===== src/rtl/ring_router_arbiter_if.sv =====
// Handshake bundle between the ring router arbiter and its surroundings.
// The master modport is the flit source/sink side; the slave modport is the arbiter itself.
interface ring_router_arbiter_if;
    logic ring_valid;
    logic ring_first;
    logic ring_last;
    logic ring_ready;
    logic local_valid;
    logic local_first;
    logic local_last;
    logic local_ready;
    logic out_valid;
    logic out_ready;
    logic sel_ring;
    logic sel_local;
    logic err_orphan;

    modport master (
        output ring_valid, ring_first, ring_last,
        output local_valid, local_first, local_last,
        output out_ready,
        input  ring_ready, local_ready, out_valid, sel_ring, sel_local, err_orphan
    );

    modport slave (
        input  ring_valid, ring_first, ring_last,
        input  local_valid, local_first, local_last,
        input  out_ready,
        output ring_ready, local_ready, out_valid, sel_ring, sel_local, err_orphan
    );
endinterface


===== src/rtl/ring_router_arbiter.sv =====
// Worm-granular arbiter for the ring router output mux. Picks a ring or local worm in IDLE,
// locks it until its last flit, and steers the external data mux via sel_ring/sel_local.
// Ring has priority, but a waiting local worm gets a slot after RING_BURST contested ring worms.
// Optional per-source completed-worm counters are built when RING_ROUTER_ARB_STATS_EN is defined.
module ring_router_arbiter #(
    parameter int unsigned RING_BURST = 4
`ifdef RING_ROUTER_ARB_STATS_EN
    ,
    parameter int unsigned STAT_WIDTH = 16
`endif
) (
    input  logic                    clk,
    input  logic                    rst_n,
    ring_router_arbiter_if.slave    bus
`ifdef RING_ROUTER_ARB_STATS_EN
    ,
    input  logic                    stat_clr,
    output logic [STAT_WIDTH-1:0]   stat_ring_worms,
    output logic [STAT_WIDTH-1:0]   stat_local_worms
`endif
);

    localparam logic [7:0] BURST = 8'(RING_BURST);

    typedef enum logic [1:0] {
        IDLE       = 2'd0,
        WORM_RING  = 2'd1,
        WORM_LOCAL = 2'd2
    } state_t;

    state_t     state_q, state_d;
    logic [7:0] streak_q, streak_d;

    logic rq_r, rq_l;
    logic grant_ring, grant_local;
    logic ring_rdy, local_rdy, out_vld, sel_r, sel_l, orphan;

    assign rq_r = bus.ring_valid & bus.ring_first;
    assign rq_l = bus.local_valid & bus.local_first;

    // Ring wins unless a local worm is also waiting and the ring streak has used up its budget.
    assign grant_ring  = rq_r & (~rq_l | (streak_q < BURST));
    assign grant_local = rq_l & ~grant_ring;

    // State and streak registers.
    always_ff @(posedge clk or negedge rst_n) begin
        if (!rst_n) begin
            state_q  <= IDLE;
            streak_q <= 8'd0;
        end else begin
            state_q  <= state_d;
            streak_q <= streak_d;
        end
    end

    // Arbitration, worm locking, orphan dropping and the combinational handshake outputs.
    always_comb begin
        state_d   = state_q;
        streak_d  = streak_q;
        ring_rdy  = 1'b0;
        local_rdy = 1'b0;
        out_vld   = 1'b0;
        sel_r     = 1'b0;
        sel_l     = 1'b0;
        orphan    = 1'b0;
        unique case (state_q)
            IDLE: begin
                if (grant_ring) begin
                    sel_r    = 1'b1;
                    out_vld  = 1'b1;
                    ring_rdy = bus.out_ready;
                    if (rq_l && streak_q < BURST) begin
                        streak_d = streak_q + 8'd1;
                    end
                    // Decision is locked even if the first flit is stalled.
                    if (!(bus.ring_last && bus.out_ready)) begin
                        state_d = WORM_RING;
                    end
                end else if (grant_local) begin
                    sel_l     = 1'b1;
                    out_vld   = 1'b1;
                    local_rdy = bus.out_ready;
                    streak_d  = 8'd0;
                    if (!(bus.local_last && bus.out_ready)) begin
                        state_d = WORM_LOCAL;
                    end
                end else if (bus.ring_valid) begin
                    // No first flit anywhere: a valid ring flit here is an orphan.
                    ring_rdy = 1'b1;
                    orphan   = 1'b1;
                end else if (bus.local_valid) begin
                    local_rdy = 1'b1;
                    orphan    = 1'b1;
                end
            end
            WORM_RING: begin
                sel_r    = 1'b1;
                out_vld  = bus.ring_valid;
                ring_rdy = bus.out_ready;
                if (bus.ring_valid && bus.ring_last && bus.out_ready) begin
                    state_d = IDLE;
                end
            end
            WORM_LOCAL: begin
                sel_l     = 1'b1;
                out_vld   = bus.local_valid;
                local_rdy = bus.out_ready;
                if (bus.local_valid && bus.local_last && bus.out_ready) begin
                    state_d = IDLE;
                end
            end
            default: begin
                state_d = IDLE;
            end
        endcase
    end

    // Outputs are held low for the whole time reset is asserted.
    assign bus.ring_ready  = rst_n & ring_rdy;
    assign bus.local_ready = rst_n & local_rdy;
    assign bus.out_valid   = rst_n & out_vld;
    assign bus.sel_ring    = rst_n & sel_r;
    assign bus.sel_local   = rst_n & sel_l;
    assign bus.err_orphan  = rst_n & orphan;

`ifdef RING_ROUTER_ARB_STATS_EN
    logic ring_done, local_done;

    // A worm completes on the handshake of its last flit while it owns the output.
    assign ring_done  = sel_r & bus.ring_valid & ring_rdy & bus.ring_last;
    assign local_done = sel_l & bus.local_valid & local_rdy & bus.local_last;

    // Saturating completed-worm counters; clear wins over a same-cycle increment.
    always_ff @(posedge clk or negedge rst_n) begin
        if (!rst_n) begin
            stat_ring_worms  <= '0;
            stat_local_worms <= '0;
        end else if (stat_clr) begin
            stat_ring_worms  <= '0;
            stat_local_worms <= '0;
        end else begin
            if (ring_done && stat_ring_worms != '1) begin
                stat_ring_worms <= stat_ring_worms + 1'b1;
            end
            if (local_done && stat_local_worms != '1) begin
                stat_local_worms <= stat_local_worms + 1'b1;
            end
        end
    end
`endif

endmodule


===== src/flat_wrapper.sv =====
// flat-port wrapper written by rule: the top's interface ports become plain ports
module ring_router_arbiter_flat 
#(
    parameter int unsigned RING_BURST = 4

)
  (clk, rst_n, bus_ring_valid, bus_ring_first, bus_ring_last, bus_local_valid, bus_local_first, bus_local_last, bus_out_ready, bus_ring_ready, bus_local_ready, bus_out_valid, bus_sel_ring, bus_sel_local, bus_err_orphan);
  ring_router_arbiter_if bus_i ();
  input  logic clk;
  input  logic rst_n;
  input wire logic [$bits(bus_i.ring_valid)-1:0] bus_ring_valid;
  input wire logic [$bits(bus_i.ring_first)-1:0] bus_ring_first;
  input wire logic [$bits(bus_i.ring_last)-1:0] bus_ring_last;
  input wire logic [$bits(bus_i.local_valid)-1:0] bus_local_valid;
  input wire logic [$bits(bus_i.local_first)-1:0] bus_local_first;
  input wire logic [$bits(bus_i.local_last)-1:0] bus_local_last;
  input wire logic [$bits(bus_i.out_ready)-1:0] bus_out_ready;
  output wire logic [$bits(bus_i.ring_ready)-1:0] bus_ring_ready;
  output wire logic [$bits(bus_i.local_ready)-1:0] bus_local_ready;
  output wire logic [$bits(bus_i.out_valid)-1:0] bus_out_valid;
  output wire logic [$bits(bus_i.sel_ring)-1:0] bus_sel_ring;
  output wire logic [$bits(bus_i.sel_local)-1:0] bus_sel_local;
  output wire logic [$bits(bus_i.err_orphan)-1:0] bus_err_orphan;
  assign bus_i.ring_valid = bus_ring_valid;
  assign bus_i.ring_first = bus_ring_first;
  assign bus_i.ring_last = bus_ring_last;
  assign bus_i.local_valid = bus_local_valid;
  assign bus_i.local_first = bus_local_first;
  assign bus_i.local_last = bus_local_last;
  assign bus_i.out_ready = bus_out_ready;
  assign bus_ring_ready = bus_i.ring_ready;
  assign bus_local_ready = bus_i.local_ready;
  assign bus_out_valid = bus_i.out_valid;
  assign bus_sel_ring = bus_i.sel_ring;
  assign bus_sel_local = bus_i.sel_local;
  assign bus_err_orphan = bus_i.err_orphan;
  ring_router_arbiter #(.RING_BURST(RING_BURST)) u_core (.clk(clk), .rst_n(rst_n), .bus(bus_i));
endmodule

===== config.mk =====
export PLATFORM = sky130hd
export DESIGN_NAME = ring_router_arbiter_flat
export DESIGN_NICKNAME = d
export VERILOG_FILES = /design/src/rtl/ring_router_arbiter_if.sv /design/src/rtl/ring_router_arbiter.sv /design/src/flat_wrapper.sv
export SDC_FILE = /design/constraint.sdc
export NUM_CORES = 1
export LEC_CHECK = 0
export ABC_AREA = 1
export ABC_CLOCK_PERIOD_IN_PS = 2000
export BUFFER_PORTS_ARGS = -buffer_cell sky130_fd_sc_hd__buf_2
export CELL_PAD_IN_SITES_DETAIL_PLACEMENT = 1
export CELL_PAD_IN_SITES_GLOBAL_PLACEMENT = 1
export CORE_MARGIN = 2
export CORE_UTILIZATION = 40
export CTS_BUF_LIST = sky130_fd_sc_hd__clkbuf_16
export DETAILED_ROUTE_END_ITERATION = 10
export PLACE_DENSITY = 0.78
export SYNTH_ARGS = -nofsm -noshare
export SYNTH_HDL_FRONTEND = slang
export SYNTH_SLANG_ARGS = --single-unit

===== constraint.sdc =====
create_clock -name clk -period 2 [get_ports clk]
set_input_delay 0.2 -clock clk [delete_from_list [all_inputs] [get_ports clk]]
set_output_delay 0.2 -clock clk [all_outputs]
set_load 0.02 [all_outputs]

# After elaboration in Yosys (flattened, before gate mapping)

Cells that the tools add are included.

Register bits: 10

Add/sub/neg operators: 1
Magnitude comparators: 1
Equal/unequal tests: 8
Mux-type cells: 30
Bitwise operators: 13
Reductions and logical operators: 11

Operators with widths:

| cell                                                                     | number |
|---|---|
| 8-bit two-way mux                                                        | 3 |
| 1-bit two-way mux                                                        | 15 |
| 2-bit two-way mux                                                        | 6 |
| 1-bit AND                                                                | 10 |
| 8-bit by 1-bit adder with 8-bit output (second input constant)           | 1 |
| 8-bit by 3-bit < comparator with 1-bit output (second input constant)    | 1 |
| 1-bit case mux with 2 select lines                                       | 4 |
| 1-bit logical AND                                                        | 7 |
| 2-bit case mux with 3 select lines                                       | 1 |
| 5-bit AND reduction                                                      | 1 |
| 2-bit by 1-bit inequality test with 1-bit output (second input constant) | 2 |
| 3-bit by 1-bit inequality test with 1-bit output (second input constant) | 1 |
| 3-bit by 2-bit inequality test with 1-bit output (second input constant) | 1 |
| 3-bit inequality test (second input constant)                            | 1 |
| 1-bit case mux with 3 select lines                                       | 1 |
| 3-bit AND reduction                                                      | 1 |
| 2-bit by 1-bit == test with 1-bit output (second input constant)         | 1 |
| 2-bit == test (second input constant)                                    | 1 |
| 2-bit zero test                                                          | 1 |
| 2-bit inequality test (second input constant)                            | 1 |
| 1-bit NOT                                                                | 2 |
| 2-bit nonzero test                                                       | 1 |
| 1-bit OR                                                                 | 1 |

# Depth between registers and ports, before layout

Gate-level depths: netlist of run 1.

Depth after elaboration: 10
Depth in mapped cells: 9
Gate-level depth less buffers: 9

# Worst setup path before layout of run 1

Ideal clock, no wire load.

Path type: reg2out
From: register u_core.streak_q[3]
To: output port bus_sel_ring
Arrival: 1166 ps
Data required time: 1800 ps
Path slack: 634 ps
Cell stages (with the launch flop): 8
Path buffers: 0
Cell sequence: dfrtp_1 > nor2_1 > nand3_2 > nand2_4 > nand2_8 > nor2_2 > nor2_1 > nor2_1

Cells in the longest elaborated chain, start to end: 6

Ends and longest elaborated chain:

| item                                          | RTL line                   | text |
|---|---|---|
| from (decl)                                   | ring_router_arbiter.sv:32  | `logic [7:0] streak_q, streak_d;` |
| from (signal assigned)                        | ring_router_arbiter.sv:52  | `streak_q <= streak_d;` |
| 8-bit by 3-bit < comparator with 1-bit output | ring_router_arbiter.sv:42  | `assign grant_ring = rq_r & (~rq_l \| (streak_q < BURST));` |
| 1-bit OR                                      | ring_router_arbiter.sv:42  |  |
| 1-bit AND                                     | ring_router_arbiter.sv:42  |  |
| 1-bit two-way mux                             | ring_router_arbiter.sv:68  | `if (grant_ring) begin` |
| 1-bit case mux with 2 select lines            | ring_router_arbiter.sv:66  | `unique case (state_q)` |
| 1-bit AND                                     | ring_router_arbiter.sv:122 | `assign bus.sel_ring = rst_n & sel_r;` |
| to (decl)                                     | flat_wrapper.sv:21         | `output wire logic [$bits(bus_i.sel_ring)-1:0] bus_sel_ring;` |

Every way passes these cells.

# Final worst setup path of run 1

From: input port rst_n
To: output port bus_local_ready

Cells in the longest elaborated chain, start to end: 1

Ends and longest elaborated chain:

| item        | RTL line                   | text |
|---|---|---|
| from (decl) | flat_wrapper.sv:10         | `input logic rst_n;` |
| 1-bit AND   | ring_router_arbiter.sv:120 | `assign bus.local_ready = rst_n & local_rdy;` |
| to (decl)   | flat_wrapper.sv:19         | `output wire logic [$bits(bus_i.local_ready)-1:0] bus_local_ready;` |

Every way passes these cells.

==> flow_summary.json, run 1 <==
{
  "initial_core_util": 0.4390,
  "die_area_um2": 2058,
  "worstMarginPinSlew_ps": 226.5,
  "seq_power_share": 0.264,
  "mostFrequentLayoutCells": "16 x sky130_fd_sc_hd__nor2_1, 15 x sky130_fd_sc_hd__nand2_1, 14 x sky130_fd_sc_hd__buf_2",
  "synthDominantCellAreaShare": 0.3656,
  "cts.sink_count": 10,
  "dr.first_iter.drc_count": 4,
  "floorplan.die.height_um": 45.37,
  "dp_slack_ps": 573.2,
  "antenna_found_initial": 0,
  "post-cts-setup-buffer-count": 0,
  "cp-startpoint": "rst_n",
  "syn_area_um2": 684.4,
  "rows": 14,
  "rsz_0062_raised_after_global_routing": "no",
  "path_depth": 9,
  "synth-seq-cells": 10,
  "setup.worst_path.class": "input pin to primary output",
  "cts-buffers-inserted": 3,
  "worstSetupEndpointType": "primary output",
  "postPlaceCellArea_um2": 782.0,
  "detailedPlacementHpwl_um": 1338,
  "final_core_util": 0.5578,
  "gp_routability_congestion": 0.8282,
  "worstHoldPathType": "input pin to flip-flop",
  "vias": 645,
  "timing.hold.worst_path_depth": 4,
  "synth_cell_types": 23,
  "num_antenna_cells": 0,
  "synthesis.yosys.warnings": 0,
  "hold_viol_final": 0,
  "cp.buffers_inverters": 5,
  "finalWirelength_um": 1711,
  "vias_per_cell": 5.160,
  "via_count_of_the_first_global_routing_pass": 642,
  "drv_slew": 0,
  "clockPowerShare": 0.346,
  "first_pass_iters": 3,
  "largest_net_degree_at_the_start_of_global_routing": 12,
  "clk_pin_slew_worst_paths_ps": 40,
  "ctsLongestPathBuffers": 2,
  "cp_data_required_time_ps": 1800,
  "ctsHtreeMaxLevel": 1,
  "achievable-frequency_mhz": 549.2,
  "leading_cell_types_by_total_area_after_synthesis": "sky130_fd_sc_hd__dfrtp_1 37%, sky130_fd_sc_hd__nor2_1 9.3%, sky130_fd_sc_hd__nand2_1 8.2%",
  "first_pass_grt_wire_length_um": 2960,
  "synthDominantAreaCellType": "sky130_fd_sc_hd__dfrtp_1",
  "cellLeakagePower_nw": 0.4824,
  "cts.root.buffer_cell": "sky130_fd_sc_hd__clkbuf_16",
  "layout.nets": 121,
  "vdd_drop_max_mv": 0.6888,
  "delay_of_the_slowest_cell_on_the_worst_path_ps": 530,
  "reg2reg_depth": 9,
  "finalWorstPathRequiredPeriod_ps": 1821,
  "intPower_w": 0.0006271,
  "avgRoutedWirePerCell_um": 13.69,
  "cp.arrival_ps": 1620,
  "final_design_area_no_fill_um2": 869.6,
  "track_usage": 0.2090,
  "fp.coreArea_um2": 1559,
  "cts_tree": "built",
  "fin_worst_skew_ps": 1.107,
  "final.setup.worst_slack_ps": 179.1,
  "timing.slew.headroom": 0.8490,
  "remaining_drc_errors": 0,
  "synth_fp_nets": 100,
  "crit_fanout": 4,
  "worstReg2RegStart": "u_core.state_q[0]",
  "reg2reg_setup_slack_ps": 780,
  "power.net_switching_w": 0.0003931,
  "critical_path.cell_chain": "dlygate4sd3_1, buf_2, inv_1, nor2_2, inv_1, nor3_1, nand4_1, nand2_1, buf_2",
  "crit_path_top_delay_cell": "sky130_fd_sc_hd__dlygate4sd3_1",
  "cpLargestDelayFamily": "buffers and inverters",
  "boundaryPins": 15,
  "r2r-end": "u_core.state_q[1]",
  "synthesis.area_per_instance_um2": 7.605,
  "max_cap_viol_count": 0,
  "combinationalPowerShare": 0.389,
  "p_sw_frac": 0.3853,
  "power_per_cell_area_nw_per_um2": 1173,
  "syn_inst": 90,
  "fillerInstances": 203,
  "setup.worst_path.start_class": "input pin",
  "layout.cells.most_common": "sky130_fd_sc_hd__nor2_1",
  "share_of_final_layout_standard_cells_stronger_than_drive_strength_1": 0.3486,
  "floorplan.die.width_um": 45.37,
  "antenna_left": 0,
  "worst_skew_pair.late_latency_ps": 240,
  "tns_ps": 0,
  "outcome": "finished clean",
  "area_growth_syn_to_layout_pct": 27.06,
  "setup.worst_path.end": "bus_local_ready",
  "port_buffers": 14,
  "grt-ovfl-total": 0,
  "synth_sequential_area_ratio": 0.3656,
  "timing.final.crit_share": 0.9104,
  "final_report_setup_violation_count": 0
}
[layer usage]
metal	share of wire	routed length, um	GRT usage
met5	0	0	0
met4	0.016	27	0.07059
met3	0.038	65	0.06000
met2	0.49	843	0.3171
met1	0.45	774	0.2843
[synth_stat cells]
master / instances
sky130_fd_sc_hd__a21oi_1: 3
sky130_fd_sc_hd__nor3_1: 1
sky130_fd_sc_hd__o21ai_0: 1
sky130_fd_sc_hd__nor2_2: 1
sky130_fd_sc_hd__nand3_2: 4
sky130_fd_sc_hd__a221oi_1: 1
sky130_fd_sc_hd__nand2_8: 1
sky130_fd_sc_hd__nand2_4: 3
sky130_fd_sc_hd__nand4_1: 1
sky130_fd_sc_hd__nor2_4: 1
sky130_fd_sc_hd__o21ai_1: 2
sky130_fd_sc_hd__inv_1: 11
sky130_fd_sc_hd__inv_6: 1
sky130_fd_sc_hd__dfrtp_1: 10
sky130_fd_sc_hd__nand2_2: 2
sky130_fd_sc_hd__nor2_1: 17
sky130_fd_sc_hd__ha_1: 1
sky130_fd_sc_hd__o21a_1: 1
sky130_fd_sc_hd__nand2_1: 15
sky130_fd_sc_hd__inv_2: 4
sky130_fd_sc_hd__a21o_1: 1
sky130_fd_sc_hd__nand3_1: 6
sky130_fd_sc_hd__o21ai_2: 2
[worst min-delay path by stage]
stage	from	end	slack, ps
after global placement	rst_n	u_core.streak_q[5]	140
after detailed placement	rst_n	u_core.streak_q[4]	150
after global routing	bus_ring_last	u_core.state_q[0]	330
after floorplan	rst_n	u_core.state_q[0]	-100
after CTS	bus_ring_last	u_core.state_q[0]	300
final	bus_ring_last	u_core.state_q[0]	300
[power by group through the flow]
| stage | Combinational [W] | Sequential, W | Clock, W |
|---|---|---|---|
| after floorplan | 0.000297 | 0.000261 | 0 |
| after global placement | 0.000387 | 0.000269 | 0 |
| final | 0.000397 | 0.000270 | 0.000353 |
| after CTS | 0.000398 | 0.000268 | 0.000362 |
| after detailed placement | 0.000395 | 0.000270 | 0 |
| after global routing | 0.000448 | 0.000272 | 0.000367 |
[metrics by stage]
stage / std cells / hold slack, ps / power, W
2_1_floorplan: 90 / -95.59 / 0.0005576
3_3_place_gp: 121 / 139.2 / 0.0006564
3_5_place_dp: 121 / 153.3 / 0.0006649
4_1_cts: 125 / 299.4 / 0.001027
5_1_grt: 125 / 328.1 / 0.001087
6_report: 125 / 297.6 / 0.001020
[cell type report]
cell class	count	area [um^2]	area share
inverter	16	65.06	0.07482
sequential	10	250.2	0.2878
multi-input combinational	64	371.6	0.4273
tap	16	20.02	0.02302
timing repair buffer	16	87.58	0.1007
clock buffer	3	75.07	0.08633
[sequential cells by signal, summed over array words and instances, names as in the netlist]
register and cells:
u_core.streak_q 8, u_core.state_q 2
[tightest hold or removal path, delay by kind of cell]
kind	cells	cell delay, ps
buffers and inverters	1	90
AND/OR/NAND/NOR	3	200
[cell families (layout without fill, tap and decap cells)]
group	count (synthesis)	in the layout	synth area share
adder cells (fa/ha/maj)	1	1	0.01828
AND/OR/NAND/NOR	52	52	0.4168
AO/OA/AOI/OAI	11	11	0.1042
buffers and inverters	16	35	0.09506
flip-flops	10	10	0.3656
[what timing repair did]
action | 4_1_cts | 5_1_grt
gates resized for setup | 0 | 1
hold endpoints to repair | 10 | 0
hold buffers | 1 | 0
endpoints found under the setup margin | 0 | 1
Power figures use the tool's default switching activity.
==> run 2, diff against run 1 <==
--- a/config.mk
+++ b/config.mk
@@ -5,13 +5,12 @@
 export SDC_FILE = /design/constraint.sdc
 export NUM_CORES = 1
 export LEC_CHECK = 0
-export ABC_AREA = 1
 export ABC_CLOCK_PERIOD_IN_PS = 2000
 export BUFFER_PORTS_ARGS = -buffer_cell sky130_fd_sc_hd__buf_2
 export CELL_PAD_IN_SITES_DETAIL_PLACEMENT = 1
 export CELL_PAD_IN_SITES_GLOBAL_PLACEMENT = 1
 export CORE_MARGIN = 2
-export CORE_UTILIZATION = 40
+export CORE_UTILIZATION = 41
 export CTS_BUF_LIST = sky130_fd_sc_hd__clkbuf_16
 export DETAILED_ROUTE_END_ITERATION = 10
 export PLACE_DENSITY = 0.78
==> flow_summary.json, run 2 <==
{
  "finalWirelength_um": 1840,
  "leading_cell_types_by_total_area_after_synthesis": "sky130_fd_sc_hd__dfrtp_1 37%, sky130_fd_sc_hd__a21oi_1 8.2%, sky130_fd_sc_hd__nand2_1 6.2%",
  "antenna_left": 0,
  "vdd_drop_max_mv": 0.5308,
  "final_report_setup_violation_count": 0,
  "achievable-frequency_mhz": 543.0,
  "die_area_um2": 1975,
  "initial_core_util": 0.4401,
  "cts.root.buffer_cell": "sky130_fd_sc_hd__clkbuf_16",
  "grt-ovfl-total": 0,
  "detailedPlacementHpwl_um": 1374,
  "drv_slew": 0,
  "rsz_0062_raised_after_global_routing": "no",
  "vias_per_cell": 6.064,
  "largest_reg_flops": 8,
  "num_antenna_cells": 0,
  "synth_sequential_area_ratio": 0.3731,
  "synthFlopType": "sky130_fd_sc_hd__dfrtp_1",
  "syn_area_um2": 670.6,
  "synthArstFlopShare": 1.000,
  "worstHoldPathType": "input pin to flip-flop",
  "boundaryPins": 15,
  "layout.nets": 105,
  "rows": 14,
  "synth_enable_flop_cells": 0,
  "first_pass_grt_wire_length_um": 3167,
  "synth_fp_nets": 86,
  "synthDominantAreaCellType": "sky130_fd_sc_hd__dfrtp_1",
  "fin_worst_skew_ps": 0.5978,
  "ctsHtreeMaxLevel": 1,
  "cp-startpoint": "u_core.streak_q[4]",
  "synthesis.yosys.warnings": 0,
  "cts.sink_count": 10,
  "tns_ps": 0,
  "via_count_of_the_first_global_routing_pass": 678,
  "clk_pin_slew_worst_paths_ps": 40,
  "timing.slew.headroom": 0.6823,
  "ctsLongestPathBuffers": 2,
  "floorplan.die.width_um": 44.45,
  "cp_data_required_time_ps": 1800,
  "fillerInstances": 183,
  "antenna_found_initial": 0,
  "worstReg2RegStart": "u_core.state_q[1]",
  "timing.final.crit_share": 0.9208,
  "worstMarginPinSlew_ps": 470.1,
  "ff_latch_area_um2": 250.2,
  "worstHoldStart": "bus_local_last",
  "worst_skew_pair.late_latency_ps": 230,
  "post-cts-setup-buffer-count": 0,
  "synthesis.area_per_instance_um2": 8.824,
  "first_pass_iters": 2,
  "synthDominantCellAreaShare": 0.3731,
  "hold_viol_final": 0,
  "critical_path.cell_chain": "nor4_4, a32oi_1, a211oi_1, buf_2",
  "delay_of_the_slowest_cell_on_the_worst_path_ps": 420,
  "outcome": "finished clean",
  "synth_cell_types": 29,
  "cts-buffers-inserted": 3,
  "crit_fanout": 5,
  "worstSetupEndpointType": "primary output",
  "max_flop_register": "u_core.streak_q",
  "largest_net_degree_at_the_start_of_global_routing": 15,
  "synth-seq-cells": 10,
  "crit_path_top_delay_cell": "sky130_fd_sc_hd__dfrtp_1",
  "layout_top_registers": "u_core.streak_q x8, u_core.state_q x2",
  "layout.cells.most_common": "sky130_fd_sc_hd__buf_2",
  "footprint_of_the_multi_input_gates_um2": 396.6,
  "cp.arrival_ps": 1640,
  "netlist_top_cells_count": "11 x sky130_fd_sc_hd__a21oi_1, 11 x sky130_fd_sc_hd__nand2_1, 10 x sky130_fd_sc_hd__dfrtp_1, 6 x sky130_fd_sc_hd__inv_1, 5 x sky130_fd_sc_hd__o21ai_0",
  "syn_inst": 76,
  "fp.coreArea_um2": 1524,
  "mostFrequentLayoutCells": "14 x sky130_fd_sc_hd__buf_2, 11 x sky130_fd_sc_hd__nand2_1, 11 x sky130_fd_sc_hd__a21oi_1",
  "area_growth_syn_to_layout_pct": 27.05,
  "max_cap_viol_count": 0,
  "setup.worst_path.class": "flip-flop to primary output",
  "dr.first_iter.drc_count": 7,
  "remaining_drc_errors": 0,
  "cp.buffers_inverters": 1,
  "finalWorstPathRequiredPeriod_ps": 1842,
  "port_buffers": 14,
  "cts_tree": "built",
  "cellLeakagePower_nw": 0.3720,
  "place_inst": 105,
  "cpLargestDelayFamily": "compound AO/OA/AOI/OAI gates",
  "setup.worst_path.start_class": "flip-flop",
  "vias": 661,
  "power_per_cell_area_nw_per_um2": 1111,
  "floorplan.die.height_um": 44.45,
  "non_filler_cells_final": 109,
  "track_usage": 0.2202,
  "share_of_final_layout_standard_cells_stronger_than_drive_strength_1": 0.2581,
  "avgRoutedWirePerCell_um": 16.88,
  "gp_routability_congestion": 0.7431
}
run 2: cell types whose count changed after synthesis, sizes merged, moves of 2 or more:
cell    delta
nand2     -10
o211ai     +2
or3        +4
nor2      -17
a21oi      +9
buf        +2
nand3      -7
a211oi     +2
inv       -10
run 2: report_power, final:
group          internal [W]  total, W  switching, W
clock              0.000258  0.000342     0.0000838
combinational      0.000120  0.000286      0.000167
sequential         0.000247  0.000318     0.0000710
run 2: routing by layer:
| metal | up-vias | track usage | part of all wire |
|---|---|---|---|
| met5 | - | 0 | 0 |
| met4 | 0 | 0.01818 | 0 |
| met3 | 0 | 0.07347 | 0.033 |
| met2 | 8 | 0.3676 | 0.50 |
| met1 | 333 | 0.2879 | 0.47 |
| li1 | 320 | - | - |
run 2: cell type report:
cell class	instances	area share
clock buffers	3	0.08811
inverters	6	0.02643
multi-input cells	58	0.4655
flip-flops and latches	10	0.2937
well taps	16	0.02349
repair buffers	16	0.1028
run 2: timing repair:
item,CTS,global route
gates resized for setup,1,2
hold endpoints to repair,10,0
hold buffers,1,0
endpoints found under the setup margin,1,2
run 2: final timing paths:
path	endpoint	slack (ps)	cells past startpoint
setup / recovery	bus_ring_ready	160	4
setup reg to reg	u_core.streak_q[7]	390	3
hold / removal	u_core.state_q[1]	260	3
hold reg to reg	u_core.streak_q[5]	510	1
max in group asynchronous	u_core.streak_q[1]	1380	2
min in group asynchronous	u_core.state_q[1]	390	2
run 2: cell families (layout without fill, tap and decap cells):
family / count (synthesis) / in the layout / synth area share
and+or+nand+nor: 30 / 30 / 0.2855
DFF: 10 / 10 / 0.3731
buffers and inverters: 8 / 25 / 0.06716
adders and majority gates: 1 / 1 / 0.01865
AOI/OAI and AO/OA: 27 / 27 / 0.2556
run 2: metrics by stage:
step	hold WS, ps	total power, W	setup slack (ps)	utilization	instance area [um^2]
3_5_place_dp	101.9	0.0005857	236.4	0.4893	745.7
5_1_grt	286.0	0.001004	15.13	0.5591	852.1
4_1_cts	263.5	0.0009400	97.46	0.5493	837.1
6_report	259.1	0.0009464	158.4	0.5591	852.1
3_3_place_gp	104.1	0.0005651	343.4	0.4893	745.7
2_1_floorplan	-95.59	0.0004933	281.8	-	670.6
run 2: worst reg2reg max path, stage by stage (launching register included):
cell                        delay, ps
sky130_fd_sc_hd__dfrtp_1          490
sky130_fd_sc_hd__nand4bb_4        340
sky130_fd_sc_hd__or4_4            580
sky130_fd_sc_hd__a21oi_2          130
